`src/rtl/register_bank.sv`:
```
// Register bank with per-entry valid bits, registered 1-cycle reads and a live entry count.
// Define REGISTER_BANK_BYPASS_EN for write-first same-address collisions; the default is read-first.
module register_bank #(
   parameter int WIDTH = 8,
   parameter int DEPTH = 4,
   localparam int AW = $clog2(DEPTH)
) (
   input  logic             clk,
   input  logic             rst_n,
   input  logic             clr,
   input  logic             w_en,
   input  logic [AW-1:0]    w_addr,
   input  logic [WIDTH-1:0] d,
   input  logic             r_en,
   input  logic [AW-1:0]    r_addr,
   output logic [WIDTH-1:0] q,
   output logic             q_valid,
   output logic             q_hit,
   output logic [AW:0]      num_valid,
   output logic             full
);

   localparam logic [AW:0] FULL_CNT = (AW + 1)'(DEPTH);

   logic [WIDTH-1:0] mem [DEPTH];
   logic [DEPTH-1:0] vld;
   logic [AW:0]      cnt;
   logic             wr_fire;
   logic             new_entry;
   logic             bypass_hit;
   logic [WIDTH-1:0] rd_data;
   logic             rd_hit;

   // clr wins over a concurrent write; the write is simply dropped.
   assign wr_fire   = w_en & ~clr;
   assign new_entry = wr_fire & ~vld[w_addr];

`ifdef REGISTER_BANK_BYPASS_EN
   assign bypass_hit = wr_fire && (w_addr == r_addr);
`else
   assign bypass_hit = 1'b0;
`endif

   // Reads sample pre-edge state, so a read alongside clr sees the old contents.
   assign rd_data = bypass_hit ? d : mem[r_addr];
   assign rd_hit  = bypass_hit | vld[r_addr];

   always_ff @(posedge clk or negedge rst_n) begin
      if (!rst_n) begin
         for (int i = 0; i < DEPTH; i++) begin
            mem[i] <= '0;
         end
         vld <= '0;
      end else if (clr) begin
         for (int i = 0; i < DEPTH; i++) begin
            mem[i] <= '0;
         end
         vld <= '0;
      end else if (wr_fire) begin
         mem[w_addr] <= d;
         vld[w_addr] <= 1'b1;
      end
   end

   always_ff @(posedge clk or negedge rst_n) begin
      if (!rst_n) begin
         cnt <= '0;
      end else if (clr) begin
         cnt <= '0;
      end else if (new_entry && (cnt != FULL_CNT)) begin
         cnt <= cnt + 1'b1;
      end
   end

   // Read port: r_en at an edge presents q/q_hit after that edge with a single-cycle
   // q_valid pulse; there is no backpressure, and q/q_hit hold while r_en is low.
   always_ff @(posedge clk or negedge rst_n) begin
      if (!rst_n) begin
         q       <= '0;
         q_hit   <= 1'b0;
         q_valid <= 1'b0;
      end else begin
         q_valid <= r_en;
         if (r_en) begin
            q     <= rd_data;
            q_hit <= rd_hit;
         end
      end
   end

   assign num_valid = cnt;
   assign full      = (cnt == FULL_CNT);

endmodule

```
`config.mk`:
```
export PLATFORM = sky130hd
export DESIGN_NAME = register_bank
export DESIGN_NICKNAME = d
export VERILOG_FILES = /design/src/rtl/register_bank.sv
export SDC_FILE = /design/constraint.sdc
export NUM_CORES = 1
export LEC_CHECK = 0
export CAP_MARGIN = 20
export CORE_ASPECT_RATIO = 1.75
export CORE_MARGIN = 1
export CORE_UTILIZATION = 54
export CTS_CLUSTER_SIZE = 30
export DETAILED_ROUTE_END_ITERATION = 12
export HOLD_SLACK_MARGIN = 0.06
export PLACE_DENSITY = 0.8
export SYNTH_ARGS = -nofsm -noshare
export SYNTH_HDL_FRONTEND = slang
export SYNTH_SLANG_ARGS = --single-unit
```
`constraint.sdc`:
```
create_clock -name clk -period 2.23 [get_ports clk]
set_input_delay 0.446 -clock clk [delete_from_list [all_inputs] [get_ports clk]]
set_output_delay 0.446 -clock clk [all_outputs]
set_load 0.05 [all_outputs]
```
* Word level (Yosys, flattened, before mapping) *
Index checks and enable logic that the tools add are counted.

word-level totals
  flip-flop bits (word level) = 49
  latch bits = 0
  memory bits (writable) = 0
  ROM bits = 0
  input bits = 17
  output and inout bits = 14
  word-level logic and storage cells = 48
  memories = 0

cells by class
  $add $sub $neg = 1
  $mul = 0
  div/mod/pow operators = 0
  order comparisons = 6
  equality and inequality tests = 2
  shift operators = 0
  muxes and demuxes = 18
  bitwise logic cells = 7
  reduce and logical (&&, ||, !) cells = 5

operators with widths
  operator                                                     count
  2-to-1 mux 32 bit                                            2
  bitwise mux 32 bit                                           1
  2-to-1 mux 8 bit                                             3
  binary-select mux 8 bit (select 2 bit)                       1
  demux 8 bit (select 2 bit)                                   1
  2-to-1 mux 4 bit                                             2
  >= comparator 3 bit (second input constant)                  2
  less-than comparator 2 x 3 -> 1 bit (second input constant)  2
  2-to-1 mux 3 bit                                             2
  NOT 2 -> 3 bit                                               2
  binary-select mux 1 bit (select 2 bit)                       2
  OR 4 bit                                                     1
  nonzero test 2 bit                                           2
  adder 3 x 1 -> 3 bit (second input constant)                 1
  equality test 3 bit (second input constant)                  1
  logical AND 1 bit                                            3
  less-than comparator 3 x 1 -> 1 bit (second input constant)  1
  2-to-1 mux 1 bit                                             3
  != test 3 bit (second input constant)                        1
  AND 1 bit                                                    2
  demux 1 bit (select 2 bit)                                   1
  >= comparator 2 x 1 -> 1 bit (second input constant)         1
  NOT 1 bit                                                    2

* Longest topological paths before layout *
Gate-level depths: netlist of the first run.

  depth in word-level cells = 8
  gate-level depth with buffers = 5
  mapped depth without buffers = 5

* Worst setup path after synthesis of the first run *
Ideal clock, no wire load.

  path type = reg2reg
  start point = register cnt[0] (netlist: num_valid[0])
  end point = register cnt[0] (netlist: num_valid[0])
  setup time = 78 ps
  arrival time = 1701 ps
  required time = 2152 ps
  path slack = 451 ps
  cell stages (with the launch flop) = 6
  path buffers = 0
  clock period less this slack = 1779 ps
  cells stage by stage = dfrtp_1 > inv_1 > ha_1 > a21bo_2 > or3_2 > a21oi_1

on the way
  word-level cells in the longest chain between the ends = 3
  elaborated cells on any way between the ends = 6
  classes of those cells = add/sub (1); eq/ne (1); mux (2); reduce/logical (2)

ends and longest elaborated chain
  item                                                    line    source
  start: declaration                                      27      logic [AW:0] cnt;
  start signal: assignment                                71      cnt <= cnt + 1'b1;
  adder 3 x 1 -> 3 bit or != test 3 bit (tied branches)   71, 70
  2-to-1 mux 3 bit or logical AND 1 bit (tied branches)   70      end else if (new_entry && (cnt != FULL_CNT)) begin
  2-to-1 mux 3 bit or nonzero test 2 bit (tied branches)  --

Parallel ways exist; a longest one is shown, timed or not. The select of a mux whose other input is x is not followed.
A chain may end at the register's enable or synchronous reset.

* Worst setup path in the final report of the first run *
  start point = input w_addr[0]
  end point = register cnt[2] (netlist: num_valid[2])

on the way
  word-level cells in the longest chain between the ends = 6

ends and longest elaborated chain
  item                                    line  source
  start: declaration                      12    input logic [AW-1:0] w_addr,
  binary-select mux 1 bit (select 2 bit)  36    assign new_entry = wr_fire & ~vld[w_addr];
  2-to-1 mux 1 bit (not written as such)  36
  NOT 1 bit                               36
  AND 1 bit                               36
  logical AND 1 bit                       70
  nonzero test 2 bit (no line)            --

No other way between the ends. The select of a mux whose other input is x is not followed.

==> reports/metrics.csv, run 1 <==
stage;metric;value;unit
run_status;status;finished, final reports clean;
synth;Seq/Total Area, Yosys;55.6;%
global_routing;vias in the first global route;1595;
floorplan;die area;4360;um^2
finish;area grow syn2layout;21.8;%
clock_tree;CTS H-tree lvls;2;
pwr;leak pwr;1.29;nW
pwr;Power Dens Cells;645;nW/um^2
floorplan;Die H;86.6;um
critical_path;FF-to-FF Start;vld[3];
clock_tree;Reg clk slew, reported paths;80;ps
synth;FF+latch count, synth;49;
placement;DP Wirelength;3.27;mm
synth;synth unique cells;22;
finish;antenna cells;0;
global_routing;Total GRT Usage;24.4;%
clock_tree;post-CTS resize count;0;
synth;area share of the largest cell type after synthesis;55.6;%
sta;Period minus WS final;2030;ps
sta;Slew Limit Fails;0;
sta;period utilization;91.1;%
clock_tree;clk sinks;49;
sta;RSZ-0062 raised after global routing;false;
finish;most common cell after layout, fill and taps aside;dfrtp_1;
synth;syn_nets;200;
global_routing;gr ovfl total;0;
pwr;switch share;25.8;%
pwr;peak supply drop;0.446;mV
route;DRC;0;
placement;GPL Wtd Cong;0.724;
sta;Fmax achieved;492;MHz
global_routing;largest net degree at the start of global routing;40;
pwr;sequential share of power;54.4;%
critical_path;maximum fanout along the worst path;6;
critical_path;critical path class;primary input to flop;
synth;Synth Area per Inst;12.2;um^2
sta;Post-Route Setup TNS;0;ps
route;Vias/cell;5.77;
clock_tree;setup bufs post-CTS;0;
finish;most frequent cells in the layout;49 x dfrtp_1, 28 x nor2_1, 28 x clkdlybuf4s50_1;
synth;ranking of synthesized cells by area;dfrtp_1 56%, mux2i_1 11%, mux4_2 10%, nor2_1 4.8%, mux2_2 4.6%;
synth;cell taking the most area after synthesis;dfrtp_1;
route;Post-Route WL;4.72;mm
route;vias;1528;
placement;PortBufs;30;
finish;register area;1230;um^2
critical_path;Data required, critical path;2460;ps
critical_path;Worst Path Arrival;2270;ps
sta;relative slew slack;57.0;%
clock_tree;Longest Clk Path Bufs;2;
floorplan;core area;3900;um^2
finish;Filler cells;299;
finish;Final Non-Filler Cells;265;
sta;Hold Worst Slack;154;ps
floorplan;Die Width;50.3;um
route;1st-pass router iterations;4;
floorplan;IO Pins;31;
sta;final hold vios;0;
synth;Ys Warns;0;
sta;Setup-failing EPs final;0;
clock_tree;clock buffer count from CTS;5;
floorplan;row count;30;
floorplan;Initial Utilization;56.5;%
critical_path;Worst Setup End Kind;flop;
sta;worst slew pin tran;645;ps
global_routing;first-pass GRT wire length;7.63;mm
clock_tree;CTS Hold Bufs;0;
route;WL per Instance;17.8;um
clock_tree;CTS tree;built;
pwr;P_sw;0.447;mW
flow_run;# Max-Cap Violations;0;
critical_path;Critical Path Source;w_addr[0];
global_routing;initial antenna violation count;0;
pwr;Design Power;1.73;mW
pwr;internal power;1.29;mW
pwr;Comb power frac;15.9;%
clock_tree;Clk Latency, worst-skew pair;300;ps
clock_tree;Root Buffer;clkbuf_8;
pwr;Clk pwr share;29.7;%
finish;Final nets;236;
worst_hold_path;type of the tightest min-delay check;primary input to async pin;
synth;Post-Syn Area;2210;um^2
route;drt initial violations;45;
finish;area of the multi-input gates;913;um^2
finish;share of cells above drive strength 1;18.9;%
finish;Final Util;68.9;%
route;post-route ant nets;0;
synth;Synth Instances;181;
critical_path;Startpoint Class;primary input;
sta;Clock Skew;5.30;ps
placement;Post-Place Cells;258;
[power by group through the flow]
stage	logic [mW]	clock network, mW	registers, mW
after global routing	0.295	0.556	0.949
after floorplan	0.108	0	1.00
final	0.275	0.515	0.944
after global placement	0.266	0	0.958
after detailed placement	0.277	0	0.962
after CTS	0.278	0.527	0.944
[through the flow]
step	setup WS [ps]	cell area (um^2)
after detailed placement	-113	2600
after CTS	201	2690
after global placement	-37.0	2600
after floorplan	451	2210
final	198	2690
after global routing	129	2690
[worst paths after layout]
kind / slack [ps] / depth (start not counted) / endpoint
max: 200 / 4 / num_valid[2]
min: 150 / 1 / q[7]
max reg2reg: 600 / 3 / num_valid[2]
min reg2reg: 510 / 1 / q[5]
max in group asynchronous: 1450 / 2 / mem[29]
min in group clk: 510 / 1 / q[5]
[final cells by class]
type / instances / area share [%]
Tap cell: 48 / 2.23
Sequential cell: 49 / 45.6
Multi-Input combinational cell: 115 / 34.0
Timing Repair Buffer: 40 / 14.1
Clock buffer: 7 / 3.21
Inverter: 6 / 0.838
[flip-flops by register name, summed over array words and instances, names as in the netlist]
name / flops
vld: 4
q: 8
mem: 32
q_valid: 1
q_hit: 1
num_valid: 3
[cells by family after synthesis]
| kind of cell | count (synthesis) | synth area share [%] |
|---|---|---|
| buffers and inverters | 17 | 3.06 |
| and+or+nand+nor | 53 | 10.4 |
| AOI/OAI and AO/OA | 17 | 4.20 |
| adders and majority gates | 2 | 1.13 |
| DFF | 49 | 55.6 |
| muxes | 43 | 25.7 |
[cells in the mapped netlist (all sizes together)]
cell type,number
mux2i,24
buf,4
mux2,9
and3,1
inv,6
and2,1
a21bo,1
o21ai,2
nand3,1
o31ai,1
nor3b,1
mux4,10
nor2,28
dfrtp,49
or3,2
clkbuf,7
a21oi,13
or4,1
nand3b,2
ha,2
nand2,16
[layer usage]
layer,routed length (um),track usage [%],vias to the layer above
li1,-,-,692
met1,1740,27.0,786
met2,2710,44.2,41
met3,162,4.39,9
met4,111,11.6,0
met5,0,0,-
[worst max-delay path, stage by stage]
cell             delay [ps]
clkdlybuf4s50_1         600
mux4_2                  580
or4_1                   490
a21oi_1                 150
No activity file was read; power rests on OpenSTA's default activity.
==> run 2: changes to the inputs <==
--- a/config.mk
+++ b/config.mk
@@ -7,7 +7,6 @@
 export LEC_CHECK = 0
 export CAP_MARGIN = 20
 export CORE_ASPECT_RATIO = 1.75
-export CORE_MARGIN = 1
 export CORE_UTILIZATION = 54
 export CTS_CLUSTER_SIZE = 30
 export DETAILED_ROUTE_END_ITERATION = 12
==> results of run 2 <==
The final DEF is identical to that of run 1; final timing and power are the same.
==> run 3: changes to the inputs <==
--- a/config.mk
+++ b/config.mk
@@ -7,6 +7,7 @@
 export LEC_CHECK = 0
 export CAP_MARGIN = 20
 export CORE_ASPECT_RATIO = 1.75
+export CORE_MARGIN = 4
 export CORE_UTILIZATION = 54
 export CTS_CLUSTER_SIZE = 30
 export DETAILED_ROUTE_END_ITERATION = 12
==> reports/metrics.csv, run 3 (same netlist as run 1, synthesis figures left out) <==
stage;metric;value;unit
run_status;status;finished, final reports clean;
critical_path;max incr delay on CP;550;ps
critical_path;critical path class;primary input to flop;
critical_path;CP bufs+invs;1;
route;Vias/cell;5.79;
finish;most frequent cells in the layout;49 x dfrtp_1, 28 x nor2_1, 28 x clkdlybuf4s50_1;
critical_path;critical path cell sequence;clkdlybuf4s50_1 > mux4_2 > or4_1 > a21oi_1;
placement;dpl cell area;2620;um^2
critical_path;Startpoint Class;primary input;
sta;Slew Limit Fails;0;
sta;final hold vios;0;
route;Post-Route WL;4.65;mm
floorplan;core area;3900;um^2
route;drt initial violations;32;
clock_tree;post-CTS resize count;0;
finish;design area;2690;um^2
critical_path;Worst Path Arrival;2210;ps
global_routing;first-pass GRT wire length;7.94;mm
finish;Largest regs;mem x32, q x8, vld x4;
floorplan;IO Pins;31;
clock_tree;Reg clk slew, reported paths;80;ps
sta;Period minus WS final;1990;ps
route;vias;1540;
clock_tree;CTS H-tree lvls;2;
floorplan;die area;5210;um^2
critical_path;Data required, critical path;2450;ps
route;1st-pass router iterations;4;
pwr;Power Dens Cells;628;nW/um^2
sta;relative slew slack;66.2;%
global_routing;vias in the first global route;1659;
floorplan;row count;30;
critical_path;maximum fanout along the worst path;4;
clock_tree;CTS Hold Bufs;0;
clock_tree;clk sinks;49;
critical_path;slowest CP cell;mux4_2;
clock_tree;setup bufs post-CTS;0;
route;DRC;0;
route;post-route ant nets;0;
finish;most common cell after layout, fill and taps aside;dfrtp_1;
clock_tree;Longest Clk Path Bufs;2;
finish;share of cells above drive strength 1;19.7;%
critical_path;Worst Setup End Kind;flop;
flow_run;# Max-Cap Violations;0;
clock_tree;Root Buffer;clkbuf_8;
worst_hold_path;type of the tightest min-delay check;primary input to async pin;
clock_tree;clock buffer count from CTS;5;
placement;PortBufs;30;
route;WL per Instance;17.5;um
floorplan;Die H;92.6;um
floorplan;Die Width;56.3;um
clock_tree;CTS tree;built;
finish;area grow syn2layout;21.9;%
sta;RSZ-0062 raised after global routing;false;
global_routing;Total GRT Usage;19.9;%
sta;Hold Worst Slack;114;ps
finish;Filler cells;300;
floorplan;Initial Utilization;56.5;%
global_routing;gr ovfl total;0;
sta;worst slew pin tran;508;ps
critical_path;Worst path top cell family by delay;multiplexers;
sta;Clock Skew;3.16;ps
finish;max reg flops;32;
global_routing;largest net degree at the start of global routing;40;
global_routing;initial antenna violation count;0;
sta;Setup-failing EPs final;0;
pwr;peak supply drop;0.623;mV
sta;period utilization;89.2;%
clock_tree;Clk Latency, worst-skew pair;290;ps
finish;antenna cells;0;
pwr;leak pwr;1.29;nW
placement;DP Wirelength;3.36;mm
sta;Fmax achieved;503;MHz
finish;Final nets;238;
finish;Largest Register;mem;
placement;GPL Wtd Cong;0.752;
-- run 3: final timing paths --
kind	from	end	slack [ps]	cells past startpoint
max reg2reg	vld[3]	num_valid[2]	560	3
min reg2reg	q[5]	q[5]	510	1
min	rst_n	num_valid[2]	110	1
max in group asynchronous	rst_n	mem[1]	1530	2
max	w_addr[0]	num_valid[2]	240	4
min in group clk	q[5]	q[5]	510	1
-- run 3: area by class of cell --
class	count	area, um^2	area share (%)
well taps	48	60.1	2.23
multi-input cells	115	913	33.9
inverters	6	22.5	0.837
repair buffers	42	395	14.7
clock buffers	5	68.8	2.56
flip-flops and latches	49	1230	45.6
clock inverters	1	5.00	0.186
-- run 3: worst register-to-register path, stage by stage, from the launching register on --
cell	delay [ps]
dfrtp_1	400
mux4_2	510
or4_1	510
a21oi_1	170
-- run 3: per-layer routing --
layer	track usage [%]	part of all wire, %	vias to the layer above
met5	0	0	-
li1	-	-	701
met3	2.93	4.2	10
met1	24.4	41	792
met2	34.1	53	37
met4	8.91	2.0	0
-- run 3: per-stage QoR --
stage / util (%) / power (mW) / instances / setup slack (ps) / TNS, ps
after CTS: 68.9 / 1.71 / 266 / 249 / 0
after floorplan: - / 1.11 / 181 / 451 / 0
after global routing: 68.9 / 1.77 / 266 / 201 / 0
after detailed placement: 67.1 / 1.24 / 260 / -55.1 / -55.1
final: 68.9 / 1.69 / 266 / 240 / 0
after global placement: 67.1 / 1.23 / 260 / 20.0 / 0
-- run 3: power breakdown --
part | switching, mW | internal (mW)
registers | 0.0213 | 0.923
logic | 0.156 | 0.121
clock network | 0.261 | 0.207
total | 0.439 | 1.25
